<file path="src/rtl/bpsk_packet_tx.sv">
// bpsk_packet_tx: byte FIFO feeding a packet framer and BPSK modulator.
// Bytes arrive on a valid/ready stream. Each group of PACKET_BYTES bytes is
// sent behind a PREAMBLE byte, LSB first. Each bit lasts BIT_CYCLES clocks.
// Each bit is modulated onto a square carrier as signed samples.
// Optional build macro BPSK_PACKET_TX_DIFF_ENCODE_EN selects differential BPSK:
// a 1 bit flips the phase and a 0 bit keeps it.
// Without the macro, bit 1 maps to + and bit 0 maps to -.
// Handshake: a byte transfers on any rising clk edge where in_valid and
// in_ready are both high. in_valid/in_data must stay stable until then.
// in_ready never depends on in_valid.
`timescale 1ns/1ps
module bpsk_packet_tx #(
    parameter int         DATA_WIDTH   = 8,
    parameter int         PACKET_BYTES = 2,
    parameter int         FIFO_DEPTH   = 16,
    parameter int         BIT_CYCLES   = 4,
    parameter int         CARRIER_HALF = 1,
    parameter logic [7:0] PREAMBLE     = 8'hA5,
    parameter int         AMPLITUDE    = 100,
    parameter int         GAP_CYCLES   = 8
) (
    input  logic                            clk,
    input  logic                            rst,
    input  logic [7:0]                      in_data,
    input  logic                            in_valid,
    output logic                            in_ready,
    output logic signed [DATA_WIDTH-1:0]    sample_out,
    output logic                            sample_valid,
    output logic                            busy,
    output logic [$clog2(FIFO_DEPTH):0]     fifo_level
);
    localparam int AW = $clog2(FIFO_DEPTH);
    localparam int LW = AW + 1;
    localparam int CW = (BIT_CYCLES > 1) ? $clog2(BIT_CYCLES) : 1;
    localparam int HW = (CARRIER_HALF > 1) ? $clog2(CARRIER_HALF) : 1;
    localparam int GW = (GAP_CYCLES > 1) ? $clog2(GAP_CYCLES) : 1;
    localparam int BW = $clog2(PACKET_BYTES + 1);
    localparam logic signed [DATA_WIDTH-1:0] AMP_POS = DATA_WIDTH'(AMPLITUDE);
    localparam logic signed [DATA_WIDTH-1:0] AMP_NEG = DATA_WIDTH'(-AMPLITUDE);

    typedef enum logic [1:0] {
        ST_IDLE,
        ST_PREAMBLE,
        ST_PAYLOAD,
        ST_GAP
    } state_t;

    // FIFO storage and bookkeeping
    logic [7:0]    mem_q [FIFO_DEPTH];
    logic [AW-1:0] wr_ptr_q, rd_ptr_q;
    logic [LW-1:0] count_q, count_d;
    logic          push, pop;

    // Framer / modulator position. These registers describe the sample
    // currently on sample_out, so outputs are computed from the _d values.
    state_t          state_q, state_d;
    logic [CW-1:0]   cyc_q, cyc_d;
    logic [2:0]      bit_q, bit_d;
    logic [BW-1:0]   bytes_q, bytes_d;
    logic [7:0]      shreg_q, shreg_d;
    logic [GW-1:0]   gap_q, gap_d;
    logic [HW-1:0]   car_cnt_q, car_cnt_d;
    logic            car_neg_q, car_neg_d;
    logic            pkt_start, sym_start, start_ok, sym_neg, active_d;
    logic signed [DATA_WIDTH-1:0] sample_q, sample_d;
    logic            valid_q;

    assign in_ready   = !rst && (count_q < LW'(FIFO_DEPTH));
    assign push       = in_valid && in_ready;
    assign fifo_level = count_q;
    assign busy       = (state_q != ST_IDLE);
    assign sample_out = sample_q;
    assign sample_valid = valid_q;
    assign start_ok   = (count_q >= LW'(PACKET_BYTES));

    // FIFO occupancy: a push and a pop in the same cycle leave it unchanged
    always_comb begin
        count_d = count_q;
        if (push && !pop)
            count_d = count_q + LW'(1);
        else if (pop && !push)
            count_d = count_q - LW'(1);
    end

    // FIFO data array (contents need no reset; pointers define validity)
    always_ff @(posedge clk) begin
        if (push)
            mem_q[wr_ptr_q] <= in_data;
    end

    // FIFO pointers and level
    always_ff @(posedge clk) begin
        if (rst) begin
            wr_ptr_q <= '0;
            rd_ptr_q <= '0;
            count_q  <= '0;
        end else begin
            if (push)
                wr_ptr_q <= wr_ptr_q + AW'(1);
            if (pop)
                rd_ptr_q <= rd_ptr_q + AW'(1);
            count_q <= count_d;
        end
    end

    // Framer next state: bit/cycle counters, byte loads, gap timing, carrier
    always_comb begin
        state_d   = state_q;
        cyc_d     = cyc_q;
        bit_d     = bit_q;
        bytes_d   = bytes_q;
        shreg_d   = shreg_q;
        gap_d     = gap_q;
        car_cnt_d = car_cnt_q;
        car_neg_d = car_neg_q;
        pop       = 1'b0;
        sym_start = 1'b0;
        pkt_start = 1'b0;
        case (state_q)
            ST_IDLE: begin
                if (start_ok)
                    pkt_start = 1'b1;
            end
            ST_PREAMBLE, ST_PAYLOAD: begin
                if (car_cnt_q == HW'(CARRIER_HALF - 1)) begin
                    car_cnt_d = '0;
                    car_neg_d = ~car_neg_q;
                end else begin
                    car_cnt_d = car_cnt_q + HW'(1);
                end
                if (cyc_q != CW'(BIT_CYCLES - 1)) begin
                    cyc_d = cyc_q + CW'(1);
                end else begin
                    cyc_d = '0;
                    if (bit_q != 3'd7) begin
                        bit_d     = bit_q + 3'd1;
                        shreg_d   = {1'b0, shreg_q[7:1]};
                        sym_start = 1'b1;
                    end else if (bytes_q < BW'(PACKET_BYTES)) begin
                        pop       = 1'b1;
                        shreg_d   = mem_q[rd_ptr_q];
                        bit_d     = '0;
                        bytes_d   = bytes_q + BW'(1);
                        state_d   = ST_PAYLOAD;
                        sym_start = 1'b1;
                    end else begin
                        state_d = ST_GAP;
                        gap_d   = '0;
                    end
                end
            end
            ST_GAP: begin
                // A ready next packet starts straight from the last gap cycle
                // so back-to-back packets are separated by exactly GAP_CYCLES.
                if (gap_q == GW'(GAP_CYCLES - 1)) begin
                    if (start_ok)
                        pkt_start = 1'b1;
                    else
                        state_d = ST_IDLE;
                end else begin
                    gap_d = gap_q + GW'(1);
                end
            end
            default: state_d = ST_IDLE;
        endcase
        if (pkt_start) begin
            state_d   = ST_PREAMBLE;
            shreg_d   = PREAMBLE;
            bit_d     = '0;
            cyc_d     = '0;
            bytes_d   = '0;
            car_cnt_d = '0;
            car_neg_d = 1'b0;
        end
    end

`ifdef BPSK_PACKET_TX_DIFF_ENCODE_EN
    logic ph_neg_q, ph_neg_d;

    // Differential phase: the reference is + at packet start; a 1 bit flips it
    always_comb begin
        ph_neg_d = ph_neg_q;
        if (pkt_start)
            ph_neg_d = shreg_d[0];
        else if (sym_start)
            ph_neg_d = ph_neg_q ^ shreg_d[0];
    end

    // Phase-history register
    always_ff @(posedge clk) begin
        if (rst)
            ph_neg_q <= 1'b0;
        else
            ph_neg_q <= ph_neg_d;
    end

    assign sym_neg = ph_neg_d;
`else
    assign sym_neg = ~shreg_d[0];
`endif

    assign active_d = (state_d == ST_PREAMBLE) || (state_d == ST_PAYLOAD);

    // Sample mapping: symbol phase times carrier sign, zero when not sending
    always_comb begin
        sample_d = '0;
        if (active_d)
            sample_d = (sym_neg ^ car_neg_d) ? AMP_NEG : AMP_POS;
    end

    // Framer state and registered outputs
    always_ff @(posedge clk) begin
        if (rst) begin
            state_q   <= ST_IDLE;
            cyc_q     <= '0;
            bit_q     <= '0;
            bytes_q   <= '0;
            shreg_q   <= '0;
            gap_q     <= '0;
            car_cnt_q <= '0;
            car_neg_q <= 1'b0;
            sample_q  <= '0;
            valid_q   <= 1'b0;
        end else begin
            state_q   <= state_d;
            cyc_q     <= cyc_d;
            bit_q     <= bit_d;
            bytes_q   <= bytes_d;
            shreg_q   <= shreg_d;
            gap_q     <= gap_d;
            car_cnt_q <= car_cnt_d;
            car_neg_q <= car_neg_d;
            sample_q  <= sample_d;
            valid_q   <= active_d;
        end
    end

endmodule

</file>
<file path="config.mk">
export PLATFORM = sky130hd
export DESIGN_NAME = bpsk_packet_tx
export DESIGN_NICKNAME = d
export VERILOG_FILES = /design/src/rtl/bpsk_packet_tx.sv
export SDC_FILE = /design/constraint.sdc
export NUM_CORES = 1
export LEC_CHECK = 0
export BUFFER_PORTS_ARGS = -buffer_cell sky130_fd_sc_hd__buf_4
export CAP_MARGIN = 10
export CORE_MARGIN = 5
export CORE_UTILIZATION = 50
export CTS_BUF_LIST = sky130_fd_sc_hd__clkbuf_8
export DETAILED_ROUTE_END_ITERATION = 8
export PLACE_DENSITY_LB_ADDON = 0.2
export SLEW_MARGIN = 25
export SYNTH_ARGS = -nofsm -noshare
export SYNTH_HDL_FRONTEND = slang
export SYNTH_SLANG_ARGS = --single-unit
export TNS_END_PERCENT = 30
</file>
<file path="constraint.sdc">
create_clock -name clk -period 6.7 [get_ports clk]
set_clock_uncertainty 0.15 [all_clocks]
set_input_delay 1.34 -clock clk [delete_from_list [all_inputs] [get_ports clk]]
set_output_delay 1.34 -clock clk [all_outputs]
set_load 0.05 [all_outputs]
</file>
==> results of run 1 <==
-- cells by family (layout without fill, tap and decap cells) --
family,Yosys count,in the layout,share of synthesized area
compound gates,49,49,0.0469
fa+ha+maj,18,18,0.0334
xor+xnor,14,14,0.0176
simple gates,109,109,0.0756
mux,45,45,0.124
buf+inv,42,76,0.0293
other cells,1,2,0.000538
flops,170,170,0.672
-- registers in the layout, summed over array words and instances (netlist names), named ones only --
signal and flops:
mem_q 128, shreg_q 8, fifo_level 5, rd_ptr_q 4
wr_ptr_q 4, bit_q 3, gap_q 3, sample_out 3
bytes_q 2, cyc_q 2, state_q 2, car_neg_q 1
sample_valid 1
-- power by group --
group          switching, mW  internal [mW]
clock network          0.380          0.415
logic                  0.194          0.101
registers             0.0214           1.16
-- worst paths after layout --
path	from	to	slack, ns	cells after the start
setup / recovery	bit_q[0]	fifo_level[4]	3.25	12
hold / removal	bit_q[1]	bit_q[1]	0.32	2
setup reg to reg	bit_q[0]	fifo_level[4]	3.25	12
hold reg to reg	bit_q[1]	bit_q[1]	0.32	2
-- cell usage in the layout (no fill, tap or decap), types with 2 or more instances in the layout --
master      instances
nor3b_1             2
nor4_1              2
ha_1               17
mux4_2             33
inv_1              13
clkinvlp_4          2
o21ai_0             9
conb_1              2
xnor2_1             6
clkinv_4            4
clkbuf_8           17
mux2_2              2
nand3_1             2
a2bb2oi_1           2
dfxtp_1            41
bufinv_16           4
mux2i_1            10
nand3b_1            3
nor2_2              4
o31ai_1             2
xor2_1              8
nor4_2              2
nor2_1             44
nand4_1             2
nor3_1             15
inv_8               3
nand2b_1            8
a21o_1              3
and4b_1             2
a211oi_1            2
o22ai_1             4
a21oi_1            19
nor2b_1             2
buf_4              30
nand2_1            17
or3_1               2
edfxtp_1          128
-- per-stage QoR --
step | instance area [sq um] | total power, mW
2_1_floorplan | 6970 | 1.43
3_3_place_gp | 7270 | 1.50
3_5_place_dp | 7270 | 1.51
4_1_cts | 7720 | 2.30
5_1_grt | 7730 | 2.37
6_report | 7730 | 2.28
-- critical path, cell delays in order, from the launching register on --
cell	delay [ns]
dfxtp_1	0.37
ha_1	0.16
ha_1	0.47
and4b_1	0.55
inv_2	0.13
ha_1	0.23
inv_1	0.14
ha_1	0.29
a21o_1	0.19
a21oi_1	0.17
xnor2_1	0.09
or3_1	0.30
a21oi_1	0.14
-- area by class of cell --
| cell class | count | area [sq um] |
|---|---|---|
| Fill cell | 1114 | 6040 |
| Sequential cell | 170 | 4690 |
| Multi-Input combinational cell | 237 | 2090 |
| Clock buffer | 17 | 234 |
| Timing Repair Buffer | 30 | 225 |
| Tap cell | 180 | 225 |
| Clock inverter | 15 | 216 |
| Inverter | 14 | 52.6 |
-- layer usage --
metal	vias up	wire length (microns)
met2	82	6520
met3	28	553
met4	0	383
met5	-	0
li1	1732	-
met1	1839	5730
==> metrics.md, run 1 <==
| Metric | Value |
|---|---|
| Status | `complete, no violations` |
| Max VDD drop | `0.299 mV` |
| Top Usage Layer GRT | `met2` |
| Placed Cells | `roughly 630` |
| Slew margin rel. | `0.255` |
| Yosys cell types | `between 40 and 50` |
| Final non-filler cell total | `around 660` |
| Proportion of layout cells with a drive suffix above 1 | `0.219` |
| Fin util | `0.561` |
| Peak Freq | `290 MHz` |
| Dpl ws | `roughly 2.8 ns` |
| Num ports | `27` |
| Critical path required time | `around 6.9 ns` |
| Crit path DAT | `~3.7 ns` |
| CTS sink cnt | `170` |
| Worst-Margin Slew | `~1.1 ns` |
| Syn avg cell area | `15.6 sq um` |
| Setup Crit Path Kind | `reg -> reg` |
| Site Rows | `between 40 and 50` |
| Vias in the first global route | `about 3800` |
| Power per cell area | `294 nW/um^2` |
| Largest net degree at the start of global routing | `34` |
| Grt total ovfl | `0` |
| Root buffer cell | `clkbuf_8` |
| Ant diodes | `0` |
| Post-synth EDFFs | `roughly 130` |
| CORE AREA | `approximately 14000 sq um` |
| Antenna viol nets, final | `0` |
| DR WL/cell | `19.9 microns` |
| Die area | `approximately 16000 sq um` |
| Clk_lat worst skew | `~0.46 ns` |
| Yosys Warn Count | `0` |
| Post-CTS Setup Repair Bufs | `0` |
| Fin crit share | `0.515` |
| Count of pins over their slew limit | `0` |
| Met1 GRT Util | `0.227` |
| Synth Flop Type | `edfxtp_1` |
| Met3 Use GR | `0.0500` |
| Vias per inst | `between 5 and 6` |
| Initial core utilization | `0.506` |
| Met2 usage | `0.280` |
| Max-cap check violation count | `0` |
| RSZ-0062 raised after global routing | `false` |
| Antenna violations before repair | `0` |
| Gpl congestion | `about 0.79` |
| Sequential cell area fraction in the yosys report | `0.672` |
| Final hold slack | `between 0.3 and 0.4 ns` |
| First-pass GRT wire length | `~21000 microns` |
| Critical Path Fanout Max | `16` |
| Final hold viol count | `0` |
| Clk slew on worst S/H paths | `around 0.090 ns` |
| Resize count post-CTS | `0` |
| Area Overhead vs Synth | `11.0%` |
| Bufs on Longest Clock Path | `2` |
| Die Wd | `128 microns` |
| Post-synth top cells | `128 x edfxtp_1, 48 x nor2_1, 42 x dfxtp_1` |
| Vias | `3681` |
| Final setup margin | `between 3 and 4 ns` |
| Dominant cells by area after synthesis | `edfxtp_1 55%, dfxtp_1 12%, mux4_2 11%, ha_1 3.1%, nor2_1 2.6%` |
| H-tree depth | `4` |
| Seq cells post-synth | `between 150 and 200` |
| HPWL Detailed | `8300 microns` |
| Final setup fails | `0` |
| Detailed Routing Iterations Pass 1 | `5` |
| Tot GR Track Use | `0.175` |
| TritonCTS buffer count | `17` |
| Area leader, netlist | `edfxtp_1` |
| Buffers on Ports | `24` |
| Cell count after synthesis | `roughly 450` |
| CTS hold repair buffers | `0` |
| CTS tree | `done` |
| DR iter-0 viols | `339` |
| Ys async rst share | `0` |
| Tmin final | `3.45 ns` |
| Detailed Route WL | `13200 microns` |
| Leak pwr | `~2.5 nW` |
| # DRC | `0` |
| Mapped cell area | `6970 sq um` |
| Nets | `499` |
| Setup crit start kind | `flop` |
| Die H | `~130 microns` |
| TNS Setup | `0 ns` |
| Min-Delay Path Class | `reg -> reg` |
| Most common cell in the netlist | `edfxtp_1` |
| CP Capture Type | `flop` |
| Top cell type's share of synthesized area | `0.552` |
(Power assumes the default switching activity.)
==> run 2: changes to the inputs <==
--- a/config.mk
+++ b/config.mk
@@ -5,6 +5,7 @@
 export SDC_FILE = /design/constraint.sdc
 export NUM_CORES = 1
 export LEC_CHECK = 0
+export ABC_AREA = 1
 export BUFFER_PORTS_ARGS = -buffer_cell sky130_fd_sc_hd__buf_4
 export CAP_MARGIN = 10
 export CORE_MARGIN = 5
==> constraint.sdc (replaced) <==
create_clock -name clk -period 3.3 [get_ports clk]
set_clock_uncertainty 0.15 [all_clocks]
set_input_delay 0.66 -clock clk [delete_from_list [all_inputs] [get_ports clk]]
set_output_delay 0.66 -clock clk [all_outputs]
set_load 0.05 [all_outputs]
==> metrics.md, run 2 <==
| Metric | Value |
|---|---|
| TNS Setup | `0 ns` |
| Crit path largest cell delay | `between 0.4 and 0.5 ns` |
| CTS tree | `done` |
| RSZ-0062 raised after global routing | `false` |
| Count of pins over their slew limit | `0` |
| Root buffer cell | `clkbuf_8` |
| DR WL/cell | `about 17 microns` |
| Setup crit start kind | `flop` |
| Bufs on Longest Clock Path | `2` |
| Buffers on Ports | `24` |
| Final non-filler cell total | `893` |
| Proportion of layout cells with a drive suffix above 1 | `0.109` |
| Die H | `between 100 and 150 microns` |
| Critical Path Fanout Max | `7` |
| Hold Path End | `bytes_q[0]` |
| Worst reg2reg startpoint | `state_q[0]` |
| H-tree depth | `4` |
| Slew margin rel. | `0.416` |
| Placed Cells | `about 860` |
| Seq cells post-synth | `170` |
| First-pass GRT wire length | `between 20000 and 25000 microns` |
| Critical path required time | `3.54 ns` |
| Vias | `approximately 4800` |
| Nets | `between 700 and 800` |
| Clk_lat worst skew | `0.45 ns` |
| Most common cell in the netlist | `edfxtp_1` |
| Worst Path Buf+Inv | `3` |
| Min-Delay Path Class | `reg -> reg` |
| Syn avg cell area | `10.6 sq um` |
| CP max stage cell | `ha_1` |
| Tot GR Track Use | `0.185` |
| Area Overhead vs Synth | `7.75%` |
| Crit path DAT | `between 3 and 4 ns` |
| HPWL Detailed | `9840 microns` |
| R2R Path End | `fifo_level[4]` |
| TritonCTS buffer count | `17` |
| Grt total ovfl | `0` |
| Mapped cell area | `just over 7000 sq um` |
| Vias per inst | `5.36` |
| Top cell type's share of synthesized area | `0.530` |
| Power per cell area | `541 nW/um^2` |
| Resize count post-CTS | `0` |
| Num ports | `27` |
| Most flops, register | `mem_q` |
| Cell count after synthesis | `a little under 700` |
| CP cell instances | `inv_1, ha_1, nand2_2, inv_1, nand2_2, ha_1, inv_1, ha_1, a21o_1, a31oi_1, xor2_1, nand2_1, a21oi_1` |
| Ant diodes | `0` |
| Die Wd | `around 130 microns` |
| Synth Flop Type | `edfxtp_1` |
| Antenna viol nets, final | `0` |
| Antenna violations before repair | `0` |
| Status | `complete, no violations` |
| DR iter-0 viols | `about 360` |
| Min-delay src | `bytes_q[0]` |
| Ys async rst share | `0` |
| Yosys Warn Count | `0` |
| Site Rows | `between 40 and 50` |
| Detailed Route WL | `15100 microns` |
| Peak Freq | `approximately 340 MHz` |
| Final setup margin | `around 0.38 ns` |
| Hold Path Depth | `1` |
| R2R depth | `13` |
| Max-cap check violation count | `0` |
| Area leader, netlist | `edfxtp_1` |
| Sequential cell area fraction in the yosys report | `0.646` |
| R2r setup slk | `about 0.38 ns` |
| Vias in the first global route | `roughly 4500` |
| Fin crit share | `0.884` |
| Setup Crit Path Kind | `reg -> reg` |
| CTS sink cnt | `170` |
| Gpl congestion | `a little over 0.8` |
| Largest net degree at the start of global routing | `66` |
| Most common cell after layout, fill and taps aside | `edfxtp_1` |
| CP Capture Type | `flop` |
| Final hold slack | `~0.32 ns` |
| Max FFs per register | `around 130` |
| Worst-Margin Slew | `around 0.9 ns` |
| Detailed Routing Iterations Pass 1 | `5` |
| CTS hold repair buffers | `0` |
| Most frequent cells in the layout | `128 x edfxtp_1, 111 x nand2_1, 95 x nor2_1` |
| Post-synth EDFFs | `roughly 130` |
| Top Family by Delay on Critical Path | `adder cells` |
| CORE AREA | `between 10000 and 15000 sq um` |
| Die area | `roughly 17000 sq um` |
| Dominant cells by area after synthesis | `edfxtp_1 53%, dfxtp_1 12%, nand2_1 5.7%, nor2_1 5.0%, nand3_1 3.9%` |
| Fin util | `0.544` |
| Initial core utilization | `0.504` |
| Final setup fails | `0` |
| Post-synth top cells | `128 x edfxtp_1, 111 x nand2_1, 96 x nor2_1` |
| Max VDD drop | `approximately 0.35 mV` |
| Post-CTS Setup Repair Bufs | `0` |
| Dpl ws | `between 0.4 and 0.5 ns` |
| Tmin final | `about 3 ns` |
| # DRC | `0` |
| Leak pwr | `a little under 3 nW` |
| Final hold viol count | `0` |
| Yosys cell types | `37` |
| Clk slew on worst S/H paths | `roughly 0.09 ns` |
-- run 2: cell types whose count changed after synthesis, sizes merged, moves of 17 or more --
cell / change
nand2: +96
nand3: +54
o21ai: +53
nor2: +51
inv: +39
mux4: -33
a21oi: +17
o211ai: +17
-- run 2: per-layer routing --
metal / wire length [microns] / global-route usage / part of all wire
met1: 6640 / 0.247 / 0.44
met2: 7570 / 0.301 / 0.50
met3: 668 / 0.0459 / 0.044
met4: 218 / 0.0544 / 0.014
met5: 0 / 0 / 0
-- run 2: worst max path at each step --
| stage | cells after the start | start | end | slack (ns) |
|---|---|---|---|---|
| finish | 13 | state_q[0] | fifo_level[4] | 0.38 |
| global route | 13 | bit_q[0] | fifo_level[4] | 0.18 |
| CTS | 13 | bit_q[0] | fifo_level[4] | 0.39 |
| detailed placement | 13 | bit_q[0] | fifo_level[4] | 0.43 |
| global placement | 13 | state_q[0] | fifo_level[4] | 0.59 |
| floorplan | 12 | rst | fifo_level[4] | 0.25 |
-- run 2: logic make-up (layout without fill, tap and decap cells) --
logic type	after synthesis	in the layout	share of synthesized area
simple gates	275	275	0.157
flops	170	170	0.646
compound gates	125	125	0.0984
buf+inv	88	114	0.0599
fa+ha+maj	18	18	0.0321
xor+xnor	5	5	0.00604
other cells	1	2	0.000517
-- run 2: layout make-up --
class                   instances  area, sq um
fillers                      1251         6560
repair buffers                 28          210
multi-input cells             425         2140
clock buffers                  17          234
well taps                     184          230
clock inverters                15          111
flip-flops and latches        170         4690
inverters                      54          203
-- run 2: where the power goes --
group / leakage, nW / internal, mW / switching [mW] / total [mW]
clock: 0.173 / 0.579 / 0.710 / 1.29
sequential: 1.50 / 2.36 / 0.0337 / 2.39
combinational: 1.28 / 0.158 / 0.386 / 0.544
total: 2.94 / 3.09 / 1.13 / 4.22
-- run 2: through the flow --
stage	power, mW	area, sq um
2_1_floorplan	2.84	7250
3_3_place_gp	2.97	7460
3_5_place_dp	2.98	7460
4_1_cts	4.25	7810
5_1_grt	4.40	7810
6_report	4.22	7810
-- run 2: worst register-to-register path, cell delays in order, from the launching register on --
cell and delay (ns):
dfxtp_1 0.39, inv_1 0.08, ha_1 0.44, nand2_2 0.14
inv_1 0.12, nand2_2 0.12, ha_1 0.24, inv_1 0.14
ha_1 0.29, a21o_1 0.20, a31oi_1 0.18, xor2_1 0.18
nand2_1 0.07, a21oi_1 0.11
